[config.mk]
export PLATFORM = sky130hd
export DESIGN_NAME = muldiv_seq_flat
export DESIGN_NICKNAME = d
export VERILOG_FILES = /design/src/rtl/mdu_pkg.sv /design/src/rtl/muldiv_seq_if.sv /design/src/rtl/div_step.sv /design/src/rtl/muldiv_seq.sv /design/src/flat_wrapper.sv
export SDC_FILE = /design/constraint.sdc
export NUM_CORES = 2
export LEC_CHECK = 0
export CORE_MARGIN = 2
export CORE_UTILIZATION = 40
export DETAILED_ROUTE_END_ITERATION = 12
export DONT_BUFFER_PORTS = 1
export PLACE_DENSITY_LB_ADDON = 0.2
export SLEW_MARGIN = 20
export SYNTH_ARGS = -nofsm -noshare
export SYNTH_HDL_FRONTEND = slang
export SYNTH_SLANG_ARGS = --single-unit
[constraint.sdc]
create_clock -name clk -period 25.6 [get_ports clk]
set_input_delay 0 -clock clk [delete_from_list [all_inputs] [get_ports clk]]
set_output_delay 0 -clock clk [all_outputs]
set_load 0.01 [all_outputs]
[src/rtl/mdu_pkg.sv]
// mdu_pkg: shared definitions for the RV32M multiply/divide sequencer.
//   - mdu_op_e    : funct3 encodings of the M-extension operations
//   - mdu_state_e : sequencer FSM states
//   - XLEN        : operand/result width (only 32 is supported)
//   - OVF_DIVIDEND / OVF_DIVISOR : operands of the one signed-divide overflow case
package mdu_pkg;

  localparam int XLEN = 32;

  typedef enum logic [2:0] {
    MDU_MUL    = 3'b000,
    MDU_MULH   = 3'b001,
    MDU_MULHSU = 3'b010,
    MDU_MULHU  = 3'b011,
    MDU_DIV    = 3'b100,
    MDU_DIVU   = 3'b101,
    MDU_REM    = 3'b110,
    MDU_REMU   = 3'b111
  } mdu_op_e;

  typedef enum logic [2:0] {
    ST_IDLE,
    ST_MUL,
    ST_DIV,
    ST_FIX,
    ST_FIX_EARLY,
    ST_DONE
  } mdu_state_e;

  localparam logic [XLEN-1:0] OVF_DIVIDEND = 32'h8000_0000;
  localparam logic [XLEN-1:0] OVF_DIVISOR  = 32'hFFFF_FFFF;

endpackage

[src/rtl/muldiv_seq_if.sv]
// muldiv_seq_if: request/response bundle between the execute stage and the
// multiply/divide sequencer.
//   start  : request, only taken while the sequencer is idle
//   op     : funct3 of the M-op
//   a, b   : rs1 / rs2 operands, captured with start
//   flush  : abort the operation in flight
//   busy   : sequencer is not idle
//   stall  : hold the pipeline
//   done   : one-cycle completion pulse, result valid alongside it
//   result : registered result
interface muldiv_seq_if;
  import mdu_pkg::*;

  logic            start;
  logic [2:0]      op;
  logic [XLEN-1:0] a;
  logic [XLEN-1:0] b;
  logic            flush;
  logic            busy;
  logic            stall;
  logic            done;
  logic [XLEN-1:0] result;

  modport master (
    output start, op, a, b, flush,
    input  busy, stall, done, result
  );

  modport slave (
    input  start, op, a, b, flush,
    output busy, stall, done, result
  );

endinterface

[src/rtl/div_step.sv]
// div_step: one combinational iteration of a restoring divider.
//   i_rem, i_quo : partial remainder and quotient/dividend shift register
//   i_divisor    : divisor magnitude
//   o_rem, o_quo : values after one shift-and-conditional-subtract step
module div_step
  import mdu_pkg::*;
(
  input  logic [XLEN-1:0] i_rem,
  input  logic [XLEN-1:0] i_quo,
  input  logic [XLEN-1:0] i_divisor,
  output logic [XLEN-1:0] o_rem,
  output logic [XLEN-1:0] o_quo
);

  logic [XLEN:0] w_shifted;
  logic [XLEN:0] w_diff;
  logic          w_ge;

  assign w_shifted = {i_rem, i_quo[XLEN-1]};
  assign w_diff    = w_shifted - {1'b0, i_divisor};
  // i_rem < i_divisor always holds, so w_shifted < 2*divisor: when the
  // subtract succeeds the difference is below 2^32, and when it borrows the
  // wrapped value is at least 2^32. Bit XLEN is therefore a clean borrow flag.
  assign w_ge      = ~w_diff[XLEN];

  assign o_rem = w_ge ? w_diff[XLEN-1:0] : w_shifted[XLEN-1:0];
  assign o_quo = {i_quo[XLEN-2:0], w_ge};

endmodule

[src/rtl/muldiv_seq.sv]
// muldiv_seq: multi-cycle RV32M sequencer. Multiplies finish in one registered
// cycle; div/rem run 32 iterations of div_step followed by a sign fix-up;
// divide-by-zero and signed overflow resolve immediately in FIX_EARLY.
//   clk : rising-edge clock
//   rst : synchronous active-high reset
//   bus : muldiv_seq_if.slave (start/op/a/b/flush in, busy/stall/done/result out)
module muldiv_seq
  import mdu_pkg::*;
(
  input logic         clk,
  input logic         rst,
  muldiv_seq_if.slave bus
);

  mdu_state_e      r_state;
  mdu_state_e      w_next_state;
  logic [4:0]      r_cnt;
  mdu_op_e         r_op;
  logic [XLEN-1:0] r_a;
  logic [XLEN-1:0] r_b;
  logic [XLEN-1:0] r_rem;
  logic [XLEN-1:0] r_quo;
  logic [XLEN-1:0] r_divisor;
  logic [XLEN-1:0] r_result;
  logic            r_neg_q;
  logic            r_neg_r;

  // ---------------------------------------------------------------- accept
  logic            w_idle;
  logic            w_accept;
  logic            w_in_signed;
  logic            w_div_zero;
  logic            w_ovf;
  logic            w_special;
  logic [XLEN-1:0] w_abs_a;
  logic [XLEN-1:0] w_abs_b;

  assign w_idle      = (r_state == ST_IDLE);
  assign w_accept    = w_idle & bus.start & ~bus.flush;
  // div (100) and rem (110) are the signed divide ops
  assign w_in_signed = bus.op[2] & ~bus.op[0];
  assign w_div_zero  = (bus.b == '0);
  assign w_ovf       = w_in_signed & (bus.a == OVF_DIVIDEND) & (bus.b == OVF_DIVISOR);
  assign w_special   = bus.op[2] & (w_div_zero | w_ovf);
  assign w_abs_a     = (w_in_signed & bus.a[XLEN-1]) ? -bus.a : bus.a;
  assign w_abs_b     = (w_in_signed & bus.b[XLEN-1]) ? -bus.b : bus.b;

  // ------------------------------------------------------------------- FSM
  // NOTE: sequential state uses non-blocking assignments so every register
  // samples pre-edge values regardless of block ordering.
  always_ff @(posedge clk) begin
    if (rst) r_state <= ST_IDLE;
    else     r_state <= w_next_state;
  end

  // NOTE: default assignment first so no path leaves the signal unassigned,
  // which would otherwise infer a latch.
  always_comb begin
    w_next_state = r_state;
    case (r_state)
      ST_IDLE:      if (w_accept) w_next_state = !bus.op[2] ? ST_MUL
                                               : (w_special ? ST_FIX_EARLY : ST_DIV);
      ST_MUL:       w_next_state = ST_DONE;
      ST_DIV:       if (r_cnt == 5'd31) w_next_state = ST_FIX;
      ST_FIX:       w_next_state = ST_DONE;
      ST_FIX_EARLY: w_next_state = ST_DONE;
      ST_DONE:      w_next_state = ST_IDLE;
      default:      w_next_state = ST_IDLE;
    endcase
    if (bus.flush) w_next_state = ST_IDLE;
  end

  logic w_busy;
  logic w_done;

  always_comb begin
    w_busy = ~w_idle;
    w_done = (r_state == ST_DONE);
  end

  assign bus.busy   = w_busy;
  assign bus.done   = w_done;
  assign bus.stall  = (bus.start & w_idle) | (w_busy & ~w_done);
  assign bus.result = r_result;

  // --------------------------------------------------------------- divider
  logic [XLEN-1:0] w_step_rem;
  logic [XLEN-1:0] w_step_quo;

  div_step u_div_step (
    .i_rem     (r_rem),
    .i_quo     (r_quo),
    .i_divisor (r_divisor),
    .o_rem     (w_step_rem),
    .o_quo     (w_step_quo)
  );

  // NOTE: operand and divider registers carry no reset: they are always
  // loaded on accept before anything reads them.
  always_ff @(posedge clk) begin
    if (w_accept) begin
      r_op      <= mdu_op_e'(bus.op);
      r_a       <= bus.a;
      r_b       <= bus.b;
      r_rem     <= '0;
      r_quo     <= w_abs_a;
      r_divisor <= w_abs_b;
      r_neg_q   <= w_in_signed & (bus.a[XLEN-1] ^ bus.b[XLEN-1]);
      r_neg_r   <= w_in_signed & bus.a[XLEN-1];
    end else if (r_state == ST_DIV) begin
      r_rem <= w_step_rem;
      r_quo <= w_step_quo;
    end
  end

  // ------------------------------------------------------------ multiplier
  // Operands are extended to 64 bits with per-op signedness; the low 64 bits
  // of the product are then correct for every signed/unsigned mix.
  logic              w_a_sgn;
  logic              w_b_sgn;
  logic [2*XLEN-1:0] w_a_ext;
  logic [2*XLEN-1:0] w_b_ext;
  logic [2*XLEN-1:0] w_prod;
  logic [XLEN-1:0]   w_mul_res;

  assign w_a_sgn   = (r_op == MDU_MULH) | (r_op == MDU_MULHSU);
  assign w_b_sgn   = (r_op == MDU_MULH);
  assign w_a_ext   = {{XLEN{w_a_sgn & r_a[XLEN-1]}}, r_a};
  assign w_b_ext   = {{XLEN{w_b_sgn & r_b[XLEN-1]}}, r_b};
  assign w_prod    = w_a_ext * w_b_ext;
  assign w_mul_res = (r_op == MDU_MUL) ? w_prod[XLEN-1:0] : w_prod[2*XLEN-1:XLEN];

  // ---------------------------------------------------------- result fix-up
  logic [XLEN-1:0] w_quo_fixed;
  logic [XLEN-1:0] w_rem_fixed;
  logic [XLEN-1:0] w_fix_res;
  logic [XLEN-1:0] w_early_res;

  assign w_quo_fixed = r_neg_q ? -r_quo : r_quo;
  assign w_rem_fixed = r_neg_r ? -r_rem : r_rem;
  // op[1] separates rem/remu from div/divu
  assign w_fix_res   = r_op[1] ? w_rem_fixed : w_quo_fixed;
  // Only two special cases reach FIX_EARLY: divide by zero, else signed overflow.
  assign w_early_res = (r_b == '0) ? (r_op[1] ? r_a : '1)
                                   : (r_op[1] ? '0  : OVF_DIVIDEND);

  always_ff @(posedge clk) begin
    if (rst) begin
      r_cnt    <= '0;
      r_result <= '0;
    end else begin
      if (w_accept)                r_cnt <= '0;
      else if (r_state == ST_DIV)  r_cnt <= r_cnt + 5'd1;

      if (!bus.flush) begin
        case (r_state)
          ST_MUL:       r_result <= w_mul_res;
          ST_FIX:       r_result <= w_fix_res;
          ST_FIX_EARLY: r_result <= w_early_res;
          default:      ;
        endcase
      end
    end
  end

endmodule

[src/flat_wrapper.sv]
// flat-port wrapper written by rule: the top's interface ports become plain ports
module muldiv_seq_flat import mdu_pkg::*;
  (clk, rst, bus_start, bus_op, bus_a, bus_b, bus_flush, bus_busy, bus_stall, bus_done, bus_result);
  muldiv_seq_if bus_i ();
  input logic clk;
  input logic rst;
  input wire logic [$bits(bus_i.start)-1:0] bus_start;
  input wire logic [$bits(bus_i.op)-1:0] bus_op;
  input wire logic [$bits(bus_i.a)-1:0] bus_a;
  input wire logic [$bits(bus_i.b)-1:0] bus_b;
  input wire logic [$bits(bus_i.flush)-1:0] bus_flush;
  output wire logic [$bits(bus_i.busy)-1:0] bus_busy;
  output wire logic [$bits(bus_i.stall)-1:0] bus_stall;
  output wire logic [$bits(bus_i.done)-1:0] bus_done;
  output wire logic [$bits(bus_i.result)-1:0] bus_result;
  assign bus_i.start = bus_start;
  assign bus_i.op = bus_op;
  assign bus_i.a = bus_a;
  assign bus_i.b = bus_b;
  assign bus_i.flush = bus_flush;
  assign bus_busy = bus_i.busy;
  assign bus_stall = bus_i.stall;
  assign bus_done = bus_i.done;
  assign bus_result = bus_i.result;
  muldiv_seq u_core (.clk(clk), .rst(rst), .bus(bus_i));
endmodule
==> results.py <==
metrics = {
    "run_status": {
        "status": "completed",
    },
    "min_path": {
        "worstHoldStart": "bus_b[18]",
        "hold_class": "in -> reg",
    },
    "sta": {
        "fin_tns_setup_ns": 0,
        "rsz0062_at_grt": "false",
        "fin_crit_ns": 10.07,
        "slew_headroom_pct": 31.0,
        "finalHoldViolCount": 0,
        "clock_skew_ns": 0.0212,
        "worstMarginPinSlew_ns": 1.03,
        "fin_crit_sh_pct": 39.3,
        "maxSlewViolCount": 0,
        "fmax_mhz": 99.3,
        "setup_viol": 0,
    },
    "critical_path": {
        "cpLargestDelayFamily": "adder cells",
        "max_stage_delay_ns": 0.78,
        "cp_data_arrival_time_ns": 10.51,
        "crit_buf_inv": 9,
        "crit_top_cell": "fa_1",
        "worst-setup-path-type": "reg -> reg",
        "slowest_stage": "fa_1",
        "worstPathRequired_ns": 26.04,
        "worstSetupStartpoint": "u_core.r_op[1]",
        "crit_fanout": 43,
        "critPathCaptureType": "register",
        "cp-start-kind": "register",
        "regToRegStartpoint": "u_core.r_op[1]",
    },
    "synth": {
        "ys_ff_latch": 204,
        "synthFlopType": "edfxtp_1",
        "synth_edf_count": 132,
        "synthesis.nets": 7150,
        "syn_inst": 5702,
        "synth_cell_types": 105,
        "ys_warn_count": 0,
        "ys_seq_area_share_pct": 10.6,
        "netlist_area_mm2": 0.0510,
        "syn_avg_cell_area_um2": 8.95,
        "async_reset_ff_share_pct": 0,
    },
    "final_layout": {
        "ff_latch_area_mm2": 0.00541,
        "multi_input_area_mm2": 0.0397,
        "nNetsFinal": 7012,
        "layout-drive-gt1-share_pct": 3.44,
        "final_area_mm2": 0.0540,
        "fillCellCount": 12700,
        "synthToLayoutAreaGrowth_pct": 5.85,
    },
    "drt": {
        "drc_errors": 0,
        "via_count": 38200,
        "viasPerCell": 5.27,
        "antenna_left": 0,
        "totalWireLength_mm": 152,
        "wire_per_inst_um": 21.0,
        "drt_first_pass_iters": 5,
        "drt_iter0_drc": 2415,
    },
    "clocking": {
        "clockBufferDepth": 3,
        "cts.clk_slew.worst_paths_ns": 0.06,
        "worstSkewPairLatency_ns": 0.56,
        "cts_root_buffer": "clkbuf_16",
        "htreeDepth": 1,
        "numCtsBuffers": 24,
        "tritoncts": "yes",
        "cts.sinks": 204,
        "cts_setup_buffers": 0,
    },
    "grt": {
        "grt_use_met2_pct": 40.6,
        "gr-total-overflow": 0,
        "grt.total_usage_pct": 23.9,
        "grt-busiest-layer": "met2",
        "grt_pass1_vias": 40800,
        "use_met3_pct": 2.81,
        "grt_pass1_wl_mm": 242,
        "grtUsageMet1_pct": 32.1,
        "antenna_found_initial": 13,
        "grt_max_degree": 63,
    },
    "die": {
        "start_util_pct": 40.2,
        "core_mm2": 0.127,
        "die_area_mm2": 0.130,
        "die_h_um": 361,
        "ios": 106,
        "die-width_um": 361,
        "num_rows": 131,
    },
    "placement": {
        "gp_congestion": 0.894,
        "dpl-instance-area_mm2": 0.0524,
        "post-dp-hpwl_mm": 120,
        "portBuffers": 0,
    },
    "job": {
        "max_cap_violations": 0,
    },
}
layout by cell type, fill, tap and decap left out, drive strengths merged, types with 35 or more instances in the layout:
| cell type | n |
|---|---|
| nand2 | 928 |
| buf | 86 |
| xor2 | 88 |
| edfxtp | 132 |
| inv | 1233 |
| nand3 | 97 |
| dlygate4sd3 | 71 |
| fa | 1126 |
| clkbuf | 35 |
| a21oi | 156 |
| nor2 | 178 |
| xnor2 | 133 |
| o21ai | 169 |
| and2 | 322 |
| nor3 | 65 |
| a21o | 40 |
| ha | 251 |
| dfxtp | 72 |
final cells by class:
class	instances	share of cell area, %
Antenna cell	7	0.0324
Timing Repair Buffer	157	2.55
Clock buffer	35	1.34
Clock inverter	9	0.204
Multi-Input combinational cell	3944	73.5
Sequential cell	204	10.0
Inverter	1233	8.57
Tap cell	1662	3.85
cells in the mapped netlist, drive strengths merged, types with 40 or more instances:
library cell	number	area [um^2]
and2	322	2020
o21ai	169	857
nor3	65	325
nand2	928	3480
inv	1232	4620
fa	1126	22500
a21oi	156	785
clkbuf	300	1190
dfxtp	72	1440
ha	251	3140
xnor2	133	1180
a21o	40	312
xor2	88	771
edfxtp	132	3960
nand3	97	498
nor2	178	668
timing repair:
item                                    in CTS  in global routing
endpoints found under the hold margin      171                  0
endpoints found under the setup margin       0                  0
hold buffers                                72                  0
resized for setup                            0                  0
worst min-delay path: stages:
cell     delay, ns
nor3_1        0.07
nand3_1       0.17
o31ai_1       0.10
xnor2_1       0.12
stage by stage:
stage	util (%)	worst slack (ns)	hold WS, ns	cells
floorplan	-	16.79	0.0888	5702
global placement	41.3	15.70	0.0952	7128
detailed placement	41.3	15.56	0.0987	7128
CTS	42.5	15.51	0.00693	7244
global route	42.5	14.78	0.0537	7250
finish	42.5	15.53	0.0236	7251
sequential cells by signal (all words and copies together) (netlist names):
register,count
u_core.r_rem,32
u_core.r_op,3
u_core.r_neg_q,1
u_core.r_state,3
u_core.r_divisor,32
u_core.r_quo,32
u_core.r_neg_r,1
u_core.bus.result,32
u_core.r_a,32
u_core.r_b,31
u_core.r_cnt,5
cells by family (layout without fill, tap and decap cells):
logic type      after synthesis  after routing  share of synthesized area [%]
other cells                   0              7                              0
compound gates              589            589                           7.48
buf+inv                    1554           1434                           11.7
mux                           8              8                          0.159
xor+xnor                    221            221                           3.82
fa+ha+maj                  1377           1377                           50.3
simple gates               1749           1749                           15.9
flops                       204            204                           10.6
path summary, 6_finish.rpt:
check / end / slack (ns) / depth (start not counted)
setup reg to reg: u_core.bus.result[29] / 15.53 / 31
hold reg to reg: u_core.r_cnt[4] / 0.54 / 2
setup / recovery: u_core.bus.result[29] / 15.53 / 31
hold / removal: u_core.r_divisor[28] / 0.02 / 4
routing by layer:
metal,wire (um),up-vias
met5,41,-
met4,4950,6
met3,8330,230
met2,73800,991
met1,65100,20000
li1,-,17000
Power is left out: the tool's default activity adds up to more than one toggle a clock period on the data nets, which glitch-free logic cannot reach.
